[src/rtl/if_cfg_loader_if.sv]
// if_cfg_loader_if: handshake/bus bundle around the configuration loader.
//   Interface-block side : IFCFG, IFCFG_Val, IF_RdDone (in), CFG_Req (out)
//   Layer-controller side: Layer_Start (in), CFG_Data, CFG_Val, CFG_Busy,
//                          CFG_Err (out)
// Modports: slave = the loader itself, master = its environment.
`ifndef PORT_DATAWIDTH
`define PORT_DATAWIDTH 128
`endif

interface if_cfg_loader_if #(
  parameter int DATA_WIDTH = `PORT_DATAWIDTH,
  parameter int CFG_WORDS  = 4
);
  logic                            Layer_Start;
  logic                            CFG_Req;
  logic [DATA_WIDTH-1:0]           IFCFG;
  logic                            IFCFG_Val;
  logic                            IF_RdDone;
  logic [DATA_WIDTH*CFG_WORDS-1:0] CFG_Data;
  logic                            CFG_Val;
  logic                            CFG_Busy;
  logic                            CFG_Err;

  modport slave (
    input  Layer_Start, IFCFG, IFCFG_Val, IF_RdDone,
    output CFG_Req, CFG_Data, CFG_Val, CFG_Busy, CFG_Err
  );

  modport master (
    output Layer_Start, IFCFG, IFCFG_Val, IF_RdDone,
    input  CFG_Req, CFG_Data, CFG_Val, CFG_Busy, CFG_Err
  );
endinterface

[src/rtl/if_cfg_loader.sv]
// if_cfg_loader: requests a layer configuration burst, collects CFG_WORDS
// words into a staging register and commits them atomically to CFG_Data.
// Short bursts (IF_RdDone before the last word) and unsolicited words set the
// sticky CFG_Err; the committed configuration is never touched by them.
// Ports:
//   clk    - clock
//   rst_n  - asynchronous active-low reset
//   Reset  - synchronous soft clear, highest priority
//   bus    - if_cfg_loader_if.slave (request/word stream/committed config)
// Optional build macro: CFG_TIMEOUT_EN enables an idle-word watchdog that
// aborts RECV after TIMEOUT_CYCLES consecutive cycles without a word.
`ifndef PORT_DATAWIDTH
`define PORT_DATAWIDTH 128
`endif

module if_cfg_loader #(
  parameter int DATA_WIDTH     = `PORT_DATAWIDTH,
  parameter int CFG_WORDS      = 4,
  parameter int CNT_WIDTH      = 3,
  parameter int TIMEOUT_CYCLES = 1024
) (
  input  logic           clk,
  input  logic           rst_n,
  input  logic           Reset,
  if_cfg_loader_if.slave bus
);

  localparam int IDXW = $clog2(CFG_WORDS);

  if (CFG_WORDS < 2 || CFG_WORDS >= (1 << CNT_WIDTH) || TIMEOUT_CYCLES < 1) begin : g_bad_param
    $error("if_cfg_loader: inconsistent CFG_WORDS/CNT_WIDTH/TIMEOUT_CYCLES");
  end

  typedef enum logic [1:0] {IDLE, REQ, RECV} state_t;

  state_t                               state_q;
  logic [CNT_WIDTH-1:0]                 cnt_q;
  logic [CFG_WORDS-1:0][DATA_WIDTH-1:0] stage_q;
  logic [CFG_WORDS-1:0][DATA_WIDTH-1:0] data_q;
  logic                                 req_q;
  logic                                 val_q;
  logic                                 err_q;

`ifdef CFG_TIMEOUT_EN
  localparam int WDW = $clog2(TIMEOUT_CYCLES + 1);
  logic [WDW-1:0] wd_q;
`endif

  logic last_word;
  assign last_word = bus.IFCFG_Val && (cnt_q == CNT_WIDTH'(CFG_WORDS - 1));

  always_ff @(posedge clk or negedge rst_n) begin
    if (!rst_n) begin
      state_q <= IDLE;
      cnt_q   <= '0;
      stage_q <= '0;
      data_q  <= '0;
      req_q   <= 1'b0;
      val_q   <= 1'b0;
      err_q   <= 1'b0;
`ifdef CFG_TIMEOUT_EN
      wd_q    <= '0;
`endif
    end else if (Reset) begin
      state_q <= IDLE;
      cnt_q   <= '0;
      stage_q <= '0;
      data_q  <= '0;
      req_q   <= 1'b0;
      val_q   <= 1'b0;
      err_q   <= 1'b0;
`ifdef CFG_TIMEOUT_EN
      wd_q    <= '0;
`endif
    end else begin
      // Pulse outputs default low; they are raised only on the edge that
      // enters the cycle in which they must be seen.
      req_q <= 1'b0;
      val_q <= 1'b0;
      case (state_q)
        IDLE: begin
          if (bus.Layer_Start) begin
            state_q <= REQ;
            req_q   <= 1'b1;   // Moore CFG_Req: high exactly during REQ
          end
          // An unsolicited word wins over the error clear of a coincident start.
          if (bus.IFCFG_Val)        err_q <= 1'b1;
          else if (bus.Layer_Start) err_q <= 1'b0;
        end
        REQ: begin
          state_q <= RECV;
`ifdef CFG_TIMEOUT_EN
          wd_q    <= '0;
`endif
          if (bus.IFCFG_Val) begin
            stage_q[0] <= bus.IFCFG;
            cnt_q      <= CNT_WIDTH'(1);
          end
        end
        RECV: begin
`ifdef CFG_TIMEOUT_EN
          wd_q <= bus.IFCFG_Val ? '0 : wd_q + 1'b1;
`endif
          if (last_word) begin
            // Commit the staged words together with the one arriving now.
            data_q  <= {bus.IFCFG, stage_q[CFG_WORDS-2:0]};
            val_q   <= 1'b1;
            cnt_q   <= '0;
            state_q <= IDLE;
          end else if (bus.IF_RdDone) begin
            err_q   <= 1'b1;
            cnt_q   <= '0;
            state_q <= IDLE;
`ifdef CFG_TIMEOUT_EN
          end else if (!bus.IFCFG_Val && wd_q == WDW'(TIMEOUT_CYCLES - 1)) begin
            err_q   <= 1'b1;
            cnt_q   <= '0;
            state_q <= IDLE;
`endif
          end else if (bus.IFCFG_Val) begin
            stage_q[cnt_q[IDXW-1:0]] <= bus.IFCFG;
            cnt_q                    <= cnt_q + 1'b1;
          end
        end
        default: state_q <= IDLE;
      endcase
    end
  end

  assign bus.CFG_Req  = req_q;
  assign bus.CFG_Val  = val_q;
  assign bus.CFG_Err  = err_q;
  assign bus.CFG_Data = data_q;
  assign bus.CFG_Busy = (state_q != IDLE);

endmodule

[src/flat_wrapper.sv]
// flat-port wrapper written by rule: the top's interface ports become plain ports
module if_cfg_loader_flat 
#(
  parameter int DATA_WIDTH     = `PORT_DATAWIDTH,
  parameter int CFG_WORDS      = 4,
  parameter int CNT_WIDTH      = 3,
  parameter int TIMEOUT_CYCLES = 1024
)
  (clk, rst_n, Reset, bus_Layer_Start, bus_IFCFG, bus_IFCFG_Val, bus_IF_RdDone, bus_CFG_Req, bus_CFG_Data, bus_CFG_Val, bus_CFG_Busy, bus_CFG_Err);
  if_cfg_loader_if #(.DATA_WIDTH(DATA_WIDTH), .CFG_WORDS(CFG_WORDS)) bus_i ();
  input  logic clk;
  input  logic rst_n;
  input  logic Reset;
  input wire logic [$bits(bus_i.Layer_Start)-1:0] bus_Layer_Start;
  input wire logic [$bits(bus_i.IFCFG)-1:0] bus_IFCFG;
  input wire logic [$bits(bus_i.IFCFG_Val)-1:0] bus_IFCFG_Val;
  input wire logic [$bits(bus_i.IF_RdDone)-1:0] bus_IF_RdDone;
  output wire logic [$bits(bus_i.CFG_Req)-1:0] bus_CFG_Req;
  output wire logic [$bits(bus_i.CFG_Data)-1:0] bus_CFG_Data;
  output wire logic [$bits(bus_i.CFG_Val)-1:0] bus_CFG_Val;
  output wire logic [$bits(bus_i.CFG_Busy)-1:0] bus_CFG_Busy;
  output wire logic [$bits(bus_i.CFG_Err)-1:0] bus_CFG_Err;
  assign bus_i.Layer_Start = bus_Layer_Start;
  assign bus_i.IFCFG = bus_IFCFG;
  assign bus_i.IFCFG_Val = bus_IFCFG_Val;
  assign bus_i.IF_RdDone = bus_IF_RdDone;
  assign bus_CFG_Req = bus_i.CFG_Req;
  assign bus_CFG_Data = bus_i.CFG_Data;
  assign bus_CFG_Val = bus_i.CFG_Val;
  assign bus_CFG_Busy = bus_i.CFG_Busy;
  assign bus_CFG_Err = bus_i.CFG_Err;
  if_cfg_loader #(.DATA_WIDTH(DATA_WIDTH), .CFG_WORDS(CFG_WORDS), .CNT_WIDTH(CNT_WIDTH), .TIMEOUT_CYCLES(TIMEOUT_CYCLES)) u_core (.clk(clk), .rst_n(rst_n), .Reset(Reset), .bus(bus_i));
endmodule
[config.mk]
export PLATFORM = sky130hd
export DESIGN_NAME = if_cfg_loader_flat
export DESIGN_NICKNAME = d
export VERILOG_FILES = /design/src/rtl/if_cfg_loader_if.sv /design/src/rtl/if_cfg_loader.sv /design/src/flat_wrapper.sv
export SDC_FILE = /design/constraint.sdc
export NUM_CORES = 1
export LEC_CHECK = 0
export BUFFER_PORTS_ARGS = -buffer_cell sky130_fd_sc_hd__buf_4
export CAP_MARGIN = 10
export CORE_MARGIN = 2
export CORE_UTILIZATION = 50
export CTS_CLUSTER_DIAMETER = 200
export DETAILED_ROUTE_END_ITERATION = 10
export PLACE_DENSITY = 0.81
export SYNTH_ARGS = -nofsm -noshare
export SYNTH_HDL_FRONTEND = slang
export SYNTH_SLANG_ARGS = --single-unit
[constraint.sdc]
create_clock -name clk -period 2.19 [get_ports clk]
set_input_delay 0.657 -clock clk [delete_from_list [all_inputs] [get_ports clk]]
set_output_delay 0.657 -clock clk [all_outputs]
set_load 0.05 [all_outputs]
==> impl_metrics.csv <==
group,metric,value,unit
outcome,status,"complete, no violations",
floorplan,num_rows,100,
floorplan,fp.dieH,277,um
cts,clock_latency,0.65,ns
power,internal_power,26.9,mW
routing,avgViaCountPerCell,5.68,
worst_setup_path,critical_path_class,"reg -> reg",
timing,min_period,2.16,ns
routing,wl,103000,um
floorplan,coreArea,74100,sq um
logic_synthesis,yosysSeqAreaShare,60.7,%
timing,relSlewSlack,52.3,%
power,powerDensity,742,nW/um^2
power,pwr-share-seq,48.3,%
logic_synthesis,synth_top_area_share,60.7,%
logic_synthesis,yosysWarnings,0,
worst_setup_path,cp-end-kind,"flop",
cts,h-tree-depth,3,
routing,drc_errors,0,
floorplan,ioPinCount,650,
grt,grt_max_degree,129,
grt,grt.total_usage,26.8,%
floorplan,die_area,76700,sq um
routing,vias,26400,
placement,hpwlAfterDp,67900,um
logic_synthesis,ys_top_cells_by_area,"dfrtp_1 (61%), mux2i_1 (10%), a22o_1 (9.0%), nand2b_1 (8.6%), nand2_1 (2.6%)",
routing,drt_iter0_markers,2158,
floorplan,chipWidth,277,um
routing,ant_nets,0,
logic_synthesis,netlist_instances,2997,
grt,grt_pass1_vias,27700,
finish,layout.nets,3744,
floorplan,initial_core_util,50.3,%
timing,drv_slew,0,
worst_setup_path,crit_chain,"ha_1, ha_4, nor4b_4, buf_4, a32oi_4, buf_12, buf_16, mux2i_2",
cts,clock_sinks,904,
worst_setup_path,cp_slowest_cell,"dfrtp_1",
worst_setup_path,crit_buf_inv,3,
timing,holdWs,0.140,ns
power,combPwrFrac,5.5,%
logic_synthesis,synth_top_cell_by_area,"dfrtp_1",
logic_synthesis,synth_cell_types,36,
placement,portBuffers,649,
grt,grt_pass1_wl,163000,um
power,p_leak,23.8,nW
logic_synthesis,async_flop_share,100,%
finish,drive_gt1_share,25.6,%
timing,worstMarginPinSlew,0.715,ns
worst_setup_path,critPathRequiredTime,2.70,ns
worst_setup_path,cp_data_arrival_time,2.67,ns
worst_setup_path,cpPeakStageDelay,0.40,ns
grt,antenna_found_initial,1,
cts,clock-root-buffer,"clkbuf_16",
power,clockPowerShare,46.1,%
worst_setup_path,reg2reg_from,"u_core.cnt_q[1]",
timing,final_hold_viol_count,0,
cts,clk_pin_slew,0.06,ns
timing,finalCritPeriodShare,98.5,%
cts,cts_tree,"yes",
finish,fill_cells,5442,
finish,final_util,63.5,%
timing,rsz0062_at_grt,"yes",
routing,drtPass1Iterations,5,
placement,gp_congestion,0.827,
finish,area_growth,26.2,%
worst_setup_path,start_kind,"flop",
worst_setup_path,critPathTopFamily,"buffers and inverters",
timing,setup_violations,0,
power,peakVddDrop,0.600,mV
grt,grt-ovfl-total,0,
power,p_sw_share,23.1,%
power,switching_power,8.08,mW
worst_setup_path,crit_start,"u_core.cnt_q[1]",
worst_setup_path,cp_max_fo,45,
logic_synthesis,yosysMostFrequentCell,"dfrtp_1",
cts,cts.path.max_buffers,3,
logic_synthesis,synth_edf_count,0,
logic_synthesis,syn_nets,3136,
flow_run,drv_cap,0,
timing,fmax,464,MHz
logic_synthesis,syn-cell-area,37300,sq um
logic_synthesis,synth_common_cells,"dfrtp_1 (904), nand2b_1 (513), mux2i_1 (387)",
logic_synthesis,synth_top_flop_cell,"dfrtp_1",
routing,routedWlPerCell,22.2,um
logic_synthesis,ys_ff_latch,904,
logic_synthesis,syn_area_per_cell,12.4,sq um
finish,n_antenna_cell,0,
worst_hold_path,hp-class,"in -> async",
timing,skew,0.0253,ns
cts,cts_buffers,91,
==> cells in the final DEF, fill, tap and decap left out, types with 2 or more instances in the layout <==
cell / count
mux2i_1: 386
nor2b_1: 3
clkbuf_1: 16
clkbuf_8: 15
clkinv_2: 28
dfrtp_1: 902
clkinv_4: 2
dfrtp_2: 2
buf_8: 2
bufinv_16: 7
inv_1: 3
a22o_1: 384
nor2_4: 2
a21oi_1: 130
buf_4: 702
buf_6: 2
buf_16: 2
nand2b_1: 513
nor3b_1: 2
nand4b_1: 2
nand2_1: 257
ha_1: 4
buf_12: 66
clkinv_16: 3
clkinvlp_4: 3
clkbuf_16: 94
nand3b_1: 128
==> stage by stage <==
stage	setup slack, ns	std cells	cell area [sq um]	setup TNS [ns]	power, mW
global placement	0.0319	4476	43800	0	19.1
detailed placement	-0.0830	4476	43800	-2.22	19.1
CTS	-0.00455	4650	47000	-0.00455	35.2
global route	-0.0196	4651	47000	-0.0196	36.0
floorplan	0.255	2997	37300	0	18.0
finish	0.0339	4651	47000	0	34.9
==> power by group through the flow <==
stage	Clock (mW)	Combinational, mW	Sequential [mW]
finish	16.1	1.94	16.9
global route	17.0	2.11	16.9
CTS	16.4	1.96	16.9
detailed placement	0	1.92	17.2
global placement	0	1.90	17.2
floorplan	0	0.853	17.2
==> final timing paths <==
kind / to / slack, ns / cells past startpoint
setup / recovery: u_core.stage_q[38] / 0.03 / 8
hold / removal: u_core.bus.CFG_Data[19] / 0.14 / 2
setup reg to reg: u_core.stage_q[38] / 0.03 / 8
hold reg to reg: u_core.bus.CFG_Data[19] / 0.50 / 1
max in group asynchronous: u_core.state_q[1] / 1.46 / 2
min in group clk: u_core.bus.CFG_Data[444] / 0.27 / 3
==> sequential cells by signal, summed over array words and instances, names as in the netlist <==
name / count
u_core.bus.CFG_Data: 512
u_core.bus.CFG_Err: 1
u_core.bus.CFG_Req: 1
u_core.bus.CFG_Val: 1
u_core.cnt_q: 3
u_core.stage_q: 384
u_core.state_q: 2
==> layout make-up <==
cell class | count | area [sq um] | area share [%]
Tap cell | 969 | 1210 | 2.58
Multi-Input combinational cell | 1831 | 13400 | 28.4
Clock inverter | 45 | 512 | 1.09
Inverter | 3 | 11.3 | 0.0239
Timing Repair Buffer | 774 | 6700 | 14.2
Clock buffer | 125 | 2620 | 5.57
Sequential cell | 904 | 22600 | 48.1
==> timing repair <==
action	4_1_cts	5_1_grt
setup endpoints to repair	73	69
gates cloned	1	0
gates resized for setup	6	4
buffers inserted	3	1
pin swaps	1	0
hold buffers	0	0
==> cell families (layout without fill, tap and decap cells) <==
logic type	after synthesis	after routing	share of synthesized area (%)
muxes	388	388	10.4
adders and majority gates	5	5	0.168
AOI/OAI and AO/OA	519	519	10.9
DFF	904	904	60.7
buffers and inverters	262	947	3.61
and+or+nand+nor	919	919	14.2
==> per-layer routing <==
layer / share of wire (%) / global-route usage [%]
met2: 48 / 42.9
met5: 0.013 / 0
met4: 3.9 / 11.1
met3: 7.2 / 5.74
met1: 41 / 35.7
Power figures use the tool's default switching activity.
